--- src/rtl/fir_sample_scheduler.sv ---
// fir_sample_scheduler
//   Time-multiplexed FIR between the I2S ADC output and the I2S DAC input.
//   Each accepted sample goes into a circular delay line. One shared
//   multiply-accumulate then walks over all taps. The sum is scaled by
//   2^-CoeffFracBits, saturated to DataWidth and presented as one DAC sample.
//
// Ports
//   clk, reset        : single clock, asynchronous active-high reset
//   adcData/Valid     : input sample and its single-cycle qualifier
//   bypass            : sampled with an accepted sample; routes it straight out
//   dacData/Valid     : output sample (held) and its single-cycle qualifier
//   coeffWr*          : coefficient register-file write port
//   busy              : high whenever the FSM is not IDLE
//   overrun/Clear     : sticky drop flag and its clear strobe (set wins)
//   dbgState          : current FSM state, for observation only
//
// Handshakes
//   Samples: there is no backpressure. adcDataValid is consumed in IDLE.
//            In any other state the pulse is dropped and overrun is set.
//   Coefficients: a write completes on a cycle with coeffWrEn && coeffWrReady.
//            coeffWrReady is high only in IDLE. Writes seen while not ready
//            are discarded, not queued.
module fir_sample_scheduler #(
  parameter int DataWidth     = 12,
  parameter int CoeffWidth    = 12,
  parameter int CoeffFracBits = 10,
  parameter int NumTaps       = 8,
  localparam int AddrWidth    = $clog2(NumTaps),
  localparam int AccWidth     = DataWidth + CoeffWidth + $clog2(NumTaps)
) (
  input  logic                        clk,
  input  logic                        reset,
  input  logic signed [DataWidth-1:0] adcData,
  input  logic                        adcDataValid,
  input  logic                        bypass,
  output logic signed [DataWidth-1:0] dacData,
  output logic                        dacDataValid,
  input  logic                        coeffWrEn,
  input  logic [AddrWidth-1:0]        coeffWrAddr,
  input  logic signed [CoeffWidth-1:0] coeffWrData,
  output logic                        coeffWrReady,
  output logic                        busy,
  output logic                        overrun,
  input  logic                        overrunClear,
  output logic [2:0]                  dbgState
);

  localparam int ProdWidth = DataWidth + CoeffWidth;
  localparam logic [AddrWidth-1:0] LastIdx = AddrWidth'(NumTaps - 1);
  localparam logic signed [CoeffWidth-1:0] CoeffOne = CoeffWidth'(2 ** CoeffFracBits);
  localparam logic signed [AccWidth-1:0] SatMax = AccWidth'((2 ** (DataWidth - 1)) - 1);
  localparam logic signed [AccWidth-1:0] SatMin = ~SatMax;

  typedef enum logic [2:0] {
    S_IDLE  = 3'd0,
    S_LOAD  = 3'd1,
    S_MAC   = 3'd2,
    S_SCALE = 3'd3,
    S_DONE  = 3'd4
  } state_t;

  state_t r_state;
  state_t w_next;

  logic signed [DataWidth-1:0]  r_delay [NumTaps];
  logic signed [CoeffWidth-1:0] r_coeff [NumTaps];
  logic signed [DataWidth-1:0]  r_sample;
  logic signed [DataWidth-1:0]  r_dac;
  logic signed [AccWidth-1:0]   r_acc;
  logic [AddrWidth-1:0]         r_wr_ptr;
  logic [AddrWidth-1:0]         r_rd_ptr;
  logic [AddrWidth-1:0]         r_tap;
  logic                         r_overrun;

  logic                         w_idle;
  logic                         w_last_tap;
  logic                         w_addr_ok;
  logic signed [ProdWidth-1:0]  w_prod;
  logic signed [AccWidth-1:0]   w_prod_ext;
  logic signed [AccWidth-1:0]   w_shift;
  logic signed [DataWidth-1:0]  w_sat;

  assign w_idle     = (r_state == S_IDLE);
  assign w_last_tap = (r_tap == LastIdx);
  // The extra leading bit keeps the range check honest when NumTaps is not a power of 2.
  assign w_addr_ok  = ({1'b0, coeffWrAddr} < (AddrWidth + 1)'(NumTaps));

  // Tap k reads x[wrPtr - k]. r_rd_ptr starts at the write pointer and walks backwards.
  assign w_prod     = r_coeff[r_tap] * r_delay[r_rd_ptr];
  assign w_prod_ext = {{(AccWidth - ProdWidth){w_prod[ProdWidth-1]}}, w_prod};
  assign w_shift    = r_acc >>> CoeffFracBits;

  always_comb begin
    w_sat = w_shift[DataWidth-1:0];
    if (w_shift > SatMax) begin
      w_sat = SatMax[DataWidth-1:0];
    end else if (w_shift < SatMin) begin
      w_sat = SatMin[DataWidth-1:0];
    end
  end

  always_ff @(posedge clk or posedge reset) begin
    if (reset) begin
      r_state <= S_IDLE;
    end else begin
      r_state <= w_next;
    end
  end

  always_comb begin
    w_next = r_state;
    case (r_state)
      S_IDLE:  if (adcDataValid) w_next = bypass ? S_DONE : S_LOAD;
      S_LOAD:  w_next = S_MAC;
      S_MAC:   if (w_last_tap) w_next = S_SCALE;
      S_SCALE: w_next = S_DONE;
      S_DONE:  w_next = S_IDLE;
      default: w_next = S_IDLE;
    endcase
  end

  always_ff @(posedge clk or posedge reset) begin
    if (reset) begin
      for (int i = 0; i < NumTaps; i++) begin
        r_delay[i] <= '0;
      end
      r_sample <= '0;
      r_dac    <= '0;
      r_acc    <= '0;
      r_wr_ptr <= '0;
      r_rd_ptr <= '0;
      r_tap    <= '0;
    end else begin
      case (r_state)
        S_IDLE: begin
          if (adcDataValid) begin
            if (bypass) begin
              r_dac <= adcData;
            end else begin
              r_sample <= adcData;
            end
          end
        end
        S_LOAD: begin
          r_delay[r_wr_ptr] <= r_sample;
          r_acc             <= '0;
          r_tap             <= '0;
          r_rd_ptr          <= r_wr_ptr;
        end
        S_MAC: begin
          r_acc    <= r_acc + w_prod_ext;
          r_tap    <= r_tap + AddrWidth'(1);
          r_rd_ptr <= (r_rd_ptr == '0) ? LastIdx : r_rd_ptr - AddrWidth'(1);
          if (w_last_tap) begin
            r_wr_ptr <= (r_wr_ptr == LastIdx) ? '0 : r_wr_ptr + AddrWidth'(1);
          end
        end
        S_SCALE: begin
          r_dac <= w_sat;
        end
        default: begin
        end
      endcase
    end
  end

  // The coefficient file is only written in IDLE. A write in the same cycle
  // as an accepted sample therefore lands before that sample's MAC pass.
  always_ff @(posedge clk or posedge reset) begin
    if (reset) begin
      for (int i = 0; i < NumTaps; i++) begin
        r_coeff[i] <= (i == 0) ? CoeffOne : '0;
      end
    end else if (coeffWrEn && w_idle && w_addr_ok) begin
      r_coeff[coeffWrAddr] <= coeffWrData;
    end
  end

  always_ff @(posedge clk or posedge reset) begin
    if (reset) begin
      r_overrun <= 1'b0;
    end else if (adcDataValid && !w_idle) begin
      r_overrun <= 1'b1;
    end else if (overrunClear) begin
      r_overrun <= 1'b0;
    end
  end

  assign dacData      = r_dac;
  assign dacDataValid = (r_state == S_DONE);
  assign coeffWrReady = w_idle;
  assign busy         = !w_idle;
  assign overrun      = r_overrun;
  assign dbgState     = r_state;

endmodule

--- config.mk ---
export PLATFORM = sky130hd
export DESIGN_NAME = fir_sample_scheduler
export DESIGN_NICKNAME = d
export VERILOG_FILES = /design/src/rtl/fir_sample_scheduler.sv
export SDC_FILE = /design/constraint.sdc
export NUM_CORES = 1
export LEC_CHECK = 0
export ABC_CLOCK_PERIOD_IN_PS = 10600
export CAP_MARGIN = 20
export CORE_ASPECT_RATIO = 1.25
export CORE_MARGIN = 2
export CORE_UTILIZATION = 42
export CTS_CLUSTER_DIAMETER = 30
export DETAILED_ROUTE_END_ITERATION = 8
export GPL_TIMING_DRIVEN = 1
export REMOVE_ABC_BUFFERS = 1
export SYNTH_ARGS = -nofsm -noshare
export SYNTH_HDL_FRONTEND = slang
export SYNTH_SLANG_ARGS = --single-unit
--- constraint.sdc ---
create_clock -name clk -period 10.6 [get_ports clk]
set_clock_uncertainty 0.2 [all_clocks]
set_input_delay 1.06 -clock clk [delete_from_list [all_inputs] [get_ports clk]]
set_output_delay 1.06 -clock clk [all_outputs]
set_load 0.03 [all_outputs]
==> impl_results.md <==
- RSZ-0062 raised after global routing: false
- Layout cells sized above 1: 0.2522
- Diodes inserted: 0
- Final global-route overflow total: 0
- Hold Vio Cnt, Final: 0
- Arrival time worst endpoint: about 7.9 ns
- Synth top cells by count: dfrtp_1 (255), inv_1 (209), mux2_2 (183)
- Slew @ Worst Pin: about 0.98 ns
- Core area: roughly 0.043 mm^2
- Top cell type's share of synthesized area: 0.3496
- PortBufs: 51
- Synth warn: 0
- Hold Path Class: reg -> reg
- Pins Over Slew Limit: 0
- Vias per std cell: 5.272
- Root buffer cell: clkbuf_16
- Clock Latency Late Sink: 0.60 ns
- Die X: 190.5 um
- Drt total wl: ~44 mm
- Final setup viols: 0
- Routed via count: between 10000 and 15000
- Reg-to-Reg Start: r_rd_ptr[0]
- Vias in the first global route: about 13000
- Most frequent cell after synthesis: dfrtp_1
- Post-layout util: 0.4952
- Register bit total from synthesis: between 200 and 300
- Hold_buf cts: 0
- Largest net degree at the start of global routing: between 90 and 100
- Cts repair resizes: 0
- CTS tree: yes
- Worst Min Path Start: r_coeff[75]
- Number of setup buffers added after CTS: 0
- I/O pin count: 52
- Post-route minimum period: about 7.7 ns
- DRC viols: 0
- Maxcap violations: 0
- CTS Sinks: about 260
- Ys async rst share: 1.000
- Setup crit end kind: flip-flop
- Synth cell types: about 70
- Nets: about 1900
- Max Clk Rate: 130.5 MHz
- Wire per inst: 20.20 um
- First-pass GRT wire length: around 71 mm
- Die H: between 200 and 250 um
- Num CTS Buffers: 52
- Top cells by area, synth: dfrtp_1 (35%), fa_1 (19%), mux2_2 (11%), mux4_2 (5.9%), ha_1 (5.4%)
- Post-synth top area cell: dfrtp_1
- Worst path required time: between 10 and 15 ns
- DR pass1 iterations: 5
- Initial antenna violation count: 0
- CP Class: reg -> reg
- Reg clk slew, reported paths: around 0.05 ns
- GP Congestion: ~0.89
- Main flop type after synthesis: dfrtp_1
- Post-synthesis cell count: approximately 1500
- Sequential fraction of the synthesis area: 0.3510
- Total Die Area: approximately 0.045 mm^2
- Starting DRT DRC Count: 448
- Worst Setup SP: r_rd_ptr[0]
- Slew HR: 0.3439
- Antenna viol nets, final: 0
- Number of synthesized flops with an enable pin: 0
- Longest Clk Path Bufs: 3
- P&R area growth vs syn: 16.56%
- Total track usage: 0.2057
- Setup_tns: 0 ns
- Post-DP HPWL: ~32 mm
- Critical Path Start Type: flip-flop
- Initial Util: 0.4248
- Mean post-synth cell area: 12.16 um^2
- Row Count: 85
- Max FO, Critical Path: 22
- Mapped cell area: 0.01825 mm^2
- Fillcell total: approximately 3800
- Final period util: 0.7228
- Outcome: complete, no violations
- H-tree levels: 2
==> final timing paths <==
| path | to | slack, ns | cells after the start |
|---|---|---|---|
| worst max-delay path | r_acc[26] | 2.94 | 23 |
| min in group asynchronous | r_coeff[61] | 0.78 | 2 |
| max in group asynchronous | r_coeff[94] | 8.20 | 4 |
| worst min register to register | r_coeff[75] | 0.29 | 1 |
| worst max register to register | r_acc[26] | 2.94 | 23 |
| worst min-delay path | r_coeff[75] | 0.29 | 1 |
==> routing by layer <==
layer | vias up | wire (um) | global-route usage
li1 | 5155 | - | -
met1 | 5983 | 18410 | 0.2581
met2 | 256 | 22480 | 0.3600
met3 | 94 | 1605 | 0.02949
met4 | 0 | 1510 | 0.07494
met5 | - | 0 | 0
==> registers in the layout, indices dropped and copies added (netlist names) <==
name / count
dacData: 12
dbgState: 3
overrun: 1
r_acc: 27
r_coeff: 96
r_delay: 96
r_rd_ptr: 3
r_sample: 12
r_tap: 3
r_wr_ptr: 3
==> cell usage in the layout, fill, tap and decap left out, drive strengths merged, types with 8 or more instances in the layout <==
cell type / instances
nand2: 90
ha: 79
clkinv: 16
nor2: 128
clkdlybuf4s50: 51
inv: 217
mux2i: 21
o22ai: 17
fa: 175
nand3: 8
mux2: 221
bufinv: 8
o21ai: 26
clkbuf: 61
a21oi: 45
nor2b: 10
dfrtp: 255
and2: 8
buf: 25
mux4: 48
xor2: 9
xnor2: 18
==> worst max-delay path, cell delays in order, from the launching register on <==
cell and delay, ns:
dfrtp_1 0.54, buf_4 0.48, mux4_2 0.56, mux2i_1 0.17, buf_4 0.28, nor2_1 0.11
inv_1 0.10, fa_1 0.73, fa_1 0.63, inv_1 0.05, fa_1 0.48, fa_1 0.55
inv_1 0.05, fa_1 0.47, inv_1 0.04, ha_1 0.27, ha_1 0.33, a21oi_1 0.24
o21ai_1 0.13, or4b_1 0.48, a31o_1 0.23, a41oi_2 0.17, xnor2_1 0.14, o21ai_1 0.07
==> cells by family (layout without fill, tap and decap cells) <==
family	after synthesis	after routing	share of synthesized area
mux	290	290	0.2137
simple gates	282	282	0.07259
buf+inv	271	384	0.06067
flops	256	256	0.3510
fa+ha+maj	254	254	0.2461
compound gates	121	121	0.04298
xor+xnor	27	27	0.01296
==> stage by stage <==
| step | worst slack (ns) | cells | hold slack (ns) | cell area (um^2) |
|---|---|---|---|---|
| after floorplan | 2.300 | 1441 | 0.2594 | 17940 |
| after global placement | 2.477 | 2078 | 0.2725 | 19320 |
| after detailed placement | 2.923 | 2080 | 0.2858 | 19340 |
| after CTS | 2.906 | 2177 | 0.2922 | 21220 |
| after global routing | 2.441 | 2179 | 0.2979 | 21280 |
| final | 2.939 | 2179 | 0.2905 | 21280 |
==> final cells by class <==
class	instances	area, um^2	area share
inverter	211	800.8	0.03764
multi-input combinational	974	10740	0.5047
clock inverter	36	501.7	0.02358
tap	565	706.9	0.03323
clock buffer	61	1375	0.06463
sequential	256	6407	0.3012
timing repair buffer	76	745.7	0.03505
Power is left out: the tool's default activity adds up to more than one toggle a clock period on the data nets, which glitch-free logic cannot reach.
